**config.mk**
```make
export PLATFORM = sky130hd
export DESIGN_NAME = mc_controller_flat
export DESIGN_NICKNAME = d
export VERILOG_FILES = /design/src/rtl/riscv_ctrl_pkg.sv /design/src/rtl/mc_controller_if.sv /design/src/rtl/mc_controller_alu_decoder.sv /design/src/rtl/mc_controller.sv /design/src/flat_wrapper.sv
export SDC_FILE = /design/constraint.sdc
export NUM_CORES = 1
export LEC_CHECK = 0
export CORE_UTILIZATION = 38
export DETAILED_ROUTE_END_ITERATION = 7
export GPL_TIMING_DRIVEN = 0
export PLACE_DENSITY = 0.78
export SYNTH_ARGS = -nofsm -noshare
export SYNTH_HDL_FRONTEND = slang
export SYNTH_SLANG_ARGS = --single-unit
export TNS_END_PERCENT = 30
```
**constraint.sdc**
```tcl
create_clock -name clk -period 2.3 [get_ports clk]
set_input_delay 0.46 -clock clk [delete_from_list [all_inputs] [get_ports clk]]
set_output_delay 0.46 -clock clk [all_outputs]
set_load 0.01 [all_outputs]
```
**src/rtl/riscv_ctrl_pkg.sv**
```systemverilog
// Shared encodings for the RV32I multicycle control unit.
// Holds the FSM state type, the supported opcodes, the ALUOp and
// ALUControl codes, and the select encodings for ResultSrc, ALUSrcA,
// ALUSrcB and ImmSrc. No ports.
package riscv_ctrl_pkg;

  typedef enum logic [3:0] {
    S_FETCH,
    S_DECODE,
    S_MEMADR,
    S_MEMREAD,
    S_MEMWRITE,
    S_MEMWB,
    S_EXECUTER,
    S_EXECUTEI,
    S_ALUWB,
    S_BEQ,
    S_JAL
  } state_t;

  localparam logic [6:0] OP_LW  = 7'b0000011;
  localparam logic [6:0] OP_SW  = 7'b0100011;
  localparam logic [6:0] OP_R   = 7'b0110011;
  localparam logic [6:0] OP_I   = 7'b0010011;
  localparam logic [6:0] OP_BEQ = 7'b1100011;
  localparam logic [6:0] OP_JAL = 7'b1101111;

  localparam logic [1:0] ALUOP_ADD   = 2'b00;
  localparam logic [1:0] ALUOP_SUB   = 2'b01;
  localparam logic [1:0] ALUOP_FUNCT = 2'b10;

  localparam logic [2:0] ALUCTL_ADD = 3'b000;
  localparam logic [2:0] ALUCTL_SUB = 3'b001;
  localparam logic [2:0] ALUCTL_AND = 3'b010;
  localparam logic [2:0] ALUCTL_OR  = 3'b011;
  localparam logic [2:0] ALUCTL_SLT = 3'b101;

  localparam logic [1:0] RES_ALUOUT    = 2'b00;
  localparam logic [1:0] RES_DATA      = 2'b01;
  localparam logic [1:0] RES_ALURESULT = 2'b10;

  localparam logic [1:0] SRCA_PC    = 2'b00;
  localparam logic [1:0] SRCA_OLDPC = 2'b01;
  localparam logic [1:0] SRCA_A     = 2'b10;

  localparam logic [1:0] SRCB_WD   = 2'b00;
  localparam logic [1:0] SRCB_IMM  = 2'b01;
  localparam logic [1:0] SRCB_FOUR = 2'b10;

  localparam logic [1:0] IMM_I = 2'b00;
  localparam logic [1:0] IMM_S = 2'b01;
  localparam logic [1:0] IMM_B = 2'b10;
  localparam logic [1:0] IMM_J = 2'b11;

endpackage

```
**src/rtl/mc_controller_if.sv**
```systemverilog
// Bundle between the multicycle datapath and its control unit.
// Datapath -> control: op, funct3, funct7b5 (instruction fields), Zero.
// Control -> datapath: PCWrite, AdrSrc, MemWrite, IRWrite, ResultSrc,
// ALUSrcA, ALUSrcB, ALUControl, ImmSrc, RegWrite, IllegalOp.
// master = datapath side, slave = control unit side.
interface mc_controller_if;
  logic [6:0] op;
  logic [2:0] funct3;
  logic       funct7b5;
  logic       Zero;
  logic       PCWrite;
  logic       AdrSrc;
  logic       MemWrite;
  logic       IRWrite;
  logic [1:0] ResultSrc;
  logic [1:0] ALUSrcA;
  logic [1:0] ALUSrcB;
  logic [2:0] ALUControl;
  logic [1:0] ImmSrc;
  logic       RegWrite;
  logic       IllegalOp;

  modport master (
    output op, funct3, funct7b5, Zero,
    input  PCWrite, AdrSrc, MemWrite, IRWrite, ResultSrc, ALUSrcA, ALUSrcB,
           ALUControl, ImmSrc, RegWrite, IllegalOp
  );

  modport slave (
    input  op, funct3, funct7b5, Zero,
    output PCWrite, AdrSrc, MemWrite, IRWrite, ResultSrc, ALUSrcA, ALUSrcB,
           ALUControl, ImmSrc, RegWrite, IllegalOp
  );
endinterface

```
**src/rtl/mc_controller_alu_decoder.sv**
```systemverilog
// ALU operation decode, purely combinational.
// Ports: alu_op_i (00 add, 01 sub, 10 from funct), funct3_i, funct7b5_i,
// op5_i (op[5], distinguishes R-type from I-type), alu_control_o.
module alu_decoder
  import riscv_ctrl_pkg::*;
(
  input  logic [1:0] alu_op_i,
  input  logic [2:0] funct3_i,
  input  logic       funct7b5_i,
  input  logic       op5_i,
  output logic [2:0] alu_control_o
);

  always_comb begin
    alu_control_o = ALUCTL_ADD;
    unique case (alu_op_i)
      ALUOP_ADD: alu_control_o = ALUCTL_ADD;
      ALUOP_SUB: alu_control_o = ALUCTL_SUB;
      ALUOP_FUNCT: begin
        case (funct3_i)
          // Only R-type has a sub; addi with Instr[30]=1 is still an add.
          3'b000:  alu_control_o = (op5_i && funct7b5_i) ? ALUCTL_SUB : ALUCTL_ADD;
          3'b010:  alu_control_o = ALUCTL_SLT;
          3'b110:  alu_control_o = ALUCTL_OR;
          3'b111:  alu_control_o = ALUCTL_AND;
          default: alu_control_o = ALUCTL_ADD;
        endcase
      end
      default: alu_control_o = ALUCTL_ADD;
    endcase
  end

endmodule

```
**src/rtl/mc_controller.sv**
```systemverilog
// Main control unit of the RV32I multicycle core (lw, sw, R/I ALU, beq, jal).
// Moore FSM driving all datapath selects and enables, plus the ALU and
// immediate-format decode.
// Ports: clk, reset (synchronous, active-high), bus (slave side of
// mc_controller_if: instruction fields and Zero in, control signals out).
module mc_controller
  import riscv_ctrl_pkg::*;
(
  input logic            clk,
  input logic            reset,
  mc_controller_if.slave bus
);

  state_t     state_q, state_d;
  logic [1:0] alu_op;
  logic       branch;
  logic       pc_update;
  logic       adr_src;
  logic       mem_write;
  logic       ir_write;
  logic       reg_write;
  logic       illegal_op;
  logic [1:0] result_src;
  logic [1:0] alu_src_a;
  logic [1:0] alu_src_b;
  logic [2:0] alu_control;

  always_ff @(posedge clk) begin
    if (reset) state_q <= S_FETCH;
    else       state_q <= state_d;
  end

  always_comb begin
    state_d    = S_FETCH;
    alu_op     = ALUOP_ADD;
    branch     = 1'b0;
    pc_update  = 1'b0;
    adr_src    = 1'b0;
    mem_write  = 1'b0;
    ir_write   = 1'b0;
    reg_write  = 1'b0;
    illegal_op = 1'b0;
    result_src = RES_ALUOUT;
    alu_src_a  = SRCA_PC;
    alu_src_b  = SRCB_WD;

    case (state_q)
      S_FETCH: begin
        ir_write   = 1'b1;
        alu_src_b  = SRCB_FOUR;
        result_src = RES_ALURESULT;
        pc_update  = 1'b1;
        state_d    = S_DECODE;
      end
      S_DECODE: begin
        // OldPC + imm lands in ALUOut: the beq target used later in BEQ.
        alu_src_a = SRCA_OLDPC;
        alu_src_b = SRCB_IMM;
        case (bus.op)
          OP_LW, OP_SW: state_d = S_MEMADR;
          OP_R:         state_d = S_EXECUTER;
          OP_I:         state_d = S_EXECUTEI;
          OP_BEQ:       state_d = S_BEQ;
          OP_JAL:       state_d = S_JAL;
          default: begin
            state_d    = S_FETCH;
            illegal_op = 1'b1;
          end
        endcase
      end
      S_MEMADR: begin
        alu_src_a = SRCA_A;
        alu_src_b = SRCB_IMM;
        state_d   = (bus.op == OP_SW) ? S_MEMWRITE : S_MEMREAD;
      end
      S_MEMREAD: begin
        adr_src = 1'b1;
        state_d = S_MEMWB;
      end
      S_MEMWRITE: begin
        adr_src   = 1'b1;
        mem_write = 1'b1;
        state_d   = S_FETCH;
      end
      S_MEMWB: begin
        result_src = RES_DATA;
        reg_write  = 1'b1;
        state_d    = S_FETCH;
      end
      S_EXECUTER: begin
        alu_src_a = SRCA_A;
        alu_op    = ALUOP_FUNCT;
        state_d   = S_ALUWB;
      end
      S_EXECUTEI: begin
        alu_src_a = SRCA_A;
        alu_src_b = SRCB_IMM;
        alu_op    = ALUOP_FUNCT;
        state_d   = S_ALUWB;
      end
      S_ALUWB: begin
        reg_write = 1'b1;
        state_d   = S_FETCH;
      end
      S_BEQ: begin
        alu_src_a = SRCA_A;
        alu_op    = ALUOP_SUB;
        branch    = 1'b1;
        state_d   = S_FETCH;
      end
      S_JAL: begin
        alu_src_a = SRCA_OLDPC;
        alu_src_b = SRCB_FOUR;
        pc_update = 1'b1;
        state_d   = S_ALUWB;
      end
      default: state_d = S_FETCH;
    endcase

    // During reset present FETCH selects with every write enable held off,
    // so an instruction aborted mid-flight cannot commit anything.
    if (reset) begin
      alu_op     = ALUOP_ADD;
      branch     = 1'b0;
      pc_update  = 1'b0;
      adr_src    = 1'b0;
      mem_write  = 1'b0;
      ir_write   = 1'b0;
      reg_write  = 1'b0;
      illegal_op = 1'b0;
      result_src = RES_ALURESULT;
      alu_src_a  = SRCA_PC;
      alu_src_b  = SRCB_FOUR;
    end
  end

  alu_decoder u_alu_decoder (
    .alu_op_i      (alu_op),
    .funct3_i      (bus.funct3),
    .funct7b5_i    (bus.funct7b5),
    .op5_i         (bus.op[5]),
    .alu_control_o (alu_control)
  );

  always_comb begin
    case (bus.op)
      OP_SW:   bus.ImmSrc = IMM_S;
      OP_BEQ:  bus.ImmSrc = IMM_B;
      OP_JAL:  bus.ImmSrc = IMM_J;
      default: bus.ImmSrc = IMM_I;
    endcase
  end

  assign bus.PCWrite    = (branch & bus.Zero) | pc_update;
  assign bus.AdrSrc     = adr_src;
  assign bus.MemWrite   = mem_write;
  assign bus.IRWrite    = ir_write;
  assign bus.ResultSrc  = result_src;
  assign bus.ALUSrcA    = alu_src_a;
  assign bus.ALUSrcB    = alu_src_b;
  assign bus.ALUControl = alu_control;
  assign bus.RegWrite   = reg_write;
  assign bus.IllegalOp  = illegal_op;

endmodule

```
**src/flat_wrapper.sv**
```systemverilog
// flat-port wrapper written by rule: the top's interface ports become plain ports
module mc_controller_flat import riscv_ctrl_pkg::*;
  (clk, reset, bus_op, bus_funct3, bus_funct7b5, bus_Zero, bus_PCWrite, bus_AdrSrc, bus_MemWrite, bus_IRWrite, bus_ResultSrc, bus_ALUSrcA, bus_ALUSrcB, bus_ALUControl, bus_ImmSrc, bus_RegWrite, bus_IllegalOp);
  mc_controller_if bus_i ();
  input logic clk;
  input logic reset;
  input wire logic [$bits(bus_i.op)-1:0] bus_op;
  input wire logic [$bits(bus_i.funct3)-1:0] bus_funct3;
  input wire logic [$bits(bus_i.funct7b5)-1:0] bus_funct7b5;
  input wire logic [$bits(bus_i.Zero)-1:0] bus_Zero;
  output wire logic [$bits(bus_i.PCWrite)-1:0] bus_PCWrite;
  output wire logic [$bits(bus_i.AdrSrc)-1:0] bus_AdrSrc;
  output wire logic [$bits(bus_i.MemWrite)-1:0] bus_MemWrite;
  output wire logic [$bits(bus_i.IRWrite)-1:0] bus_IRWrite;
  output wire logic [$bits(bus_i.ResultSrc)-1:0] bus_ResultSrc;
  output wire logic [$bits(bus_i.ALUSrcA)-1:0] bus_ALUSrcA;
  output wire logic [$bits(bus_i.ALUSrcB)-1:0] bus_ALUSrcB;
  output wire logic [$bits(bus_i.ALUControl)-1:0] bus_ALUControl;
  output wire logic [$bits(bus_i.ImmSrc)-1:0] bus_ImmSrc;
  output wire logic [$bits(bus_i.RegWrite)-1:0] bus_RegWrite;
  output wire logic [$bits(bus_i.IllegalOp)-1:0] bus_IllegalOp;
  assign bus_i.op = bus_op;
  assign bus_i.funct3 = bus_funct3;
  assign bus_i.funct7b5 = bus_funct7b5;
  assign bus_i.Zero = bus_Zero;
  assign bus_PCWrite = bus_i.PCWrite;
  assign bus_AdrSrc = bus_i.AdrSrc;
  assign bus_MemWrite = bus_i.MemWrite;
  assign bus_IRWrite = bus_i.IRWrite;
  assign bus_ResultSrc = bus_i.ResultSrc;
  assign bus_ALUSrcA = bus_i.ALUSrcA;
  assign bus_ALUSrcB = bus_i.ALUSrcB;
  assign bus_ALUControl = bus_i.ALUControl;
  assign bus_ImmSrc = bus_i.ImmSrc;
  assign bus_RegWrite = bus_i.RegWrite;
  assign bus_IllegalOp = bus_i.IllegalOp;
  mc_controller u_core (.clk(clk), .reset(reset), .bus(bus_i));
endmodule
```
==> flow_metrics.env, run 1 <==
export IMPL_outcome="finished, final reports clean"
export IMPL_p_seq_frac=0.279
export IMPL_antenna_found_initial=0
export IMPL_netlist_cell_type_count=37
export IMPL_yosysSeqAreaShare=0.134
export IMPL_final_instance_count_excl_fill=138
export IMPL_largestRegisters="u_core.state_q x4"
export IMPL_finalWirelength_um=2020
export IMPL_synthMostInstantiatedCell="nor3_1"
export IMPL_crit_path_max_delay_cell_type="clkdlybuf4s50_1"
export IMPL_diodes=0
export IMPL_worstHoldStart="reset"
export IMPL_numPortBuffers=30
export IMPL_synthesized_net_count=102
export IMPL_grt_util_all_layers=0.220
export IMPL_clock_sinks=4
export IMPL_synth_enable_flop_cells=0
export IMPL_final_design_area_no_fill_mm2=0.00105
export IMPL_design_die_area_mm2=0.00173
export IMPL_setup_violations_final=0
export IMPL_clk_transition_reported_paths_ns=0.04
export IMPL_syn_inst=86
export IMPL_reg2reg_setup_slack_ns=0.98
export IMPL_layout_area_overhead_vs_synth_pct=75.6
export IMPL_hold_end="u_core.state_q[0]"
export IMPL_dp_slack_ns=-0.916
export IMPL_grt_start_max_net_pins=11
export IMPL_crit_chain="buf_4 > nor2b_2 > a21oi_1 > nor3_2 > clkdlybuf4s50_1"
export IMPL_avgSynthCellArea_um2=6.93
export IMPL_die_w_um=41.6
export IMPL_largest_register="u_core.state_q"
export IMPL_placedCellCount=131
export IMPL_vias_per_cell=5.75
export IMPL_maxSlewViolCount=0
export IMPL_worst_setup_path_end_kind="output pin"
export IMPL_worst_path_largest_cell_delay_ns=0.56
export IMPL_grt_setup_unrepaired="true"
export IMPL_max_clock_freq_mhz=436
export IMPL_final_layout_size_suffix_gt1_frac=0.276
export IMPL_power_switching_fraction=0.305
export IMPL_setup_worst_path_start_class="flip-flop"
export IMPL_num_vias=794
export IMPL_first_pass_iters=4
export IMPL_r2r_end="u_core.state_q[3]"
export IMPL_final_hold_worst_slack_ns=0.576
export IMPL_timing_worst_setup_path_type="reg2out"
export IMPL_postSynthRegisterBits=4
export IMPL_synth_top_flop_cell="dfxtp_1"
export IMPL_internal_power_mw=0.187
export IMPL_ctsRootBufferMaster="clkbuf_4"
export IMPL_clkLatencyLatePin_ns=0.24
export IMPL_ff2ff_path_depth=4
export IMPL_post_route_drc_count=0
export IMPL_hold_violations=0
export IMPL_power_total_mw=0.269
export IMPL_detail_route_iter0_violations=13
export IMPL_timing_rr_start="u_core.state_q[3]"
export IMPL_crit_arrival_ns=1.83
export IMPL_largest_register_ffs=4
export IMPL_row_count=13
export IMPL_standard_cell_core_area_mm2=0.00138
export IMPL_worst_pin_slew_ns=0.448
export IMPL_cts_inserted_buffers=3
export IMPL_starting_density_of_the_core=0.431
export IMPL_finalWorstSetupSlack_ns=0.00573
export IMPL_synth_largest_area_cell="dfxtp_1"
export IMPL_synthArstFlopShare=0
export IMPL_boundaryPins=31
export IMPL_final_setup_tns_ns=0
export IMPL_synth_yosys_warnings=0
export IMPL_die_height_um=41.6
export IMPL_cts_path_max_buffers=2
export IMPL_timing_hold_worst_path_depth=4
export IMPL_vias_in_the_first_global_route=741
export IMPL_part_of_the_power_in_the_clock_network=0.339
export IMPL_tritoncts="done"
export IMPL_routedWlPerCell_um=14.6
export IMPL_p_leak_nw=0.473
export IMPL_synth_commonest_cells="nor3_1 (8), a21oi_1 (7), nand3_1 (7)"
export IMPL_gp_congestion=0.757
export IMPL_design_final_nets=141
export IMPL_netlist_area_leader_share=0.134
export IMPL_ant_nets=0
export IMPL_mappedNetlistArea_um2=596
export IMPL_max_vdd_ir_drop_mv=0.268
export IMPL_path_max_fanout=10
export IMPL_hpwl_um=1300
export IMPL_synth_area_leaders="dfxtp_1 (13%), nor3_1 (6.7%), a21oi_1 (5.9%)"
export IMPL_min_path_type="in2reg"
export IMPL_worst_clock_skew_ns=0.00272
export IMPL_timing_slew_headroom=0.699
export IMPL_htree_num_levels=1
export IMPL_max_cap_viol_count=0
export IMPL_critical_path_startpoint="u_core.state_q[2]"
export IMPL_combinationalPowerShare=0.382
export IMPL_grt_first_pass_wirelength_um=3100
export IMPL_globalRoute_totalOverflow=0
export IMPL_dpl_instance_area_um2=915
export IMPL_holdBufCountCts=0
export IMPL_final_min_period_over_clock_period=0.998
export IMPL_fin_crit_ns=2.29
export IMPL_final_util=0.757
export IMPL_required_ns=1.84
export IMPL_total_switching_power_mw=0.0819
export IMPL_power_per_cell_area_mw_per_mm2=257
==> critical path, delay by kind of cell, from the launching register on <==
family                 cells  cell delay [ns]
AND/OR/NAND/NOR            2             0.36
AO/OA/AOI/OAI              1             0.12
flip-flops                 1             0.35
buffers and inverters      2             0.76
==> worst max path at each step <==
stage | to | cells after the start | slack, ns
CTS | bus_RegWrite | 5 | 0.006
detailed placement | bus_ALUControl[2] | 8 | -0.92
global placement | bus_ALUControl[2] | 8 | -0.87
finish | bus_RegWrite | 5 | 0.006
global route | bus_RegWrite | 5 | -0.12
floorplan | bus_ALUControl[2] | 6 | 0.18
==> routing by layer <==
metal | wire length [um] | global-route usage | up-vias
met3 | 132 | 0.0391 | 2
met5 | 0 | 0 | -
li1 | - | - | 389
met1 | 822 | 0.273 | 357
met4 | 11 | 0.0452 | 0
met2 | 1050 | 0.394 | 46
==> what timing repair did <==
| item | in CTS | in global routing |
|---|---|---|
| endpoints found under the setup margin | 17 | 10 |
| gates cloned | 0 | 0 |
| endpoints found under the hold margin | 0 | 0 |
| setup buffers | 4 | 0 |
| pin swaps | 3 | 2 |
| gates resized for setup | 36 | 20 |
==> power by group through the flow <==
stage	Clock (mW)	Combinational (mW)	Sequential, mW
6_report	0.0909	0.103	0.0750
5_1_grt	0.0938	0.110	0.0754
4_1_cts	0.0919	0.0991	0.0744
3_3_place_gp	0	0.0904	0.0749
3_5_place_dp	0	0.0921	0.0751
2_1_floorplan	0	0.0402	0.0741
==> cells by family after synthesis <==
group                      Yosys count  synth area share
AOI/OAI and AO/OA                   20             0.221
adders and majority gates            2            0.0420
buffers and inverters               12            0.0924
xor gates and xnor gates             3            0.0441
DFF                                  4             0.134
and+or+nand+nor                     44             0.450
muxes                                1            0.0168
==> cell type report <==
cell class	count	area, um2
repair buffers	34	315
flip-flops and latches	4	81.3
inverters	6	22.5
multi-input cells	70	533
fillers	111	337
clock buffers	3	22.5
plain buffers	6	52.6
well taps	15	18.8
==> layout by cell type (no fill, tap or decap), types with 4 or more instances in the layout <==
| cell | synthesis | routed |
|---|---|---|
| dlymetal6s2s_1 | 0 | 4 |
| a21oi_1 | 7 | 7 |
| inv_1 | 6 | 5 |
| clkdlybuf4s50_1 | 0 | 16 |
| nand3_1 | 7 | 7 |
| buf_4 | 0 | 7 |
| buf_2 | 2 | 4 |
| dlygate4sd2_1 | 0 | 5 |
| nand2_1 | 5 | 5 |
| nor3_1 | 8 | 6 |
(Power assumes the default switching activity.)
==> run 2: changes to the inputs <==
Settings changed: GPL_ROUTABILITY_DRIVEN set to 0.
==> results of run 2 <==
Final layout, timing and power as in run 1 (identical DEF).
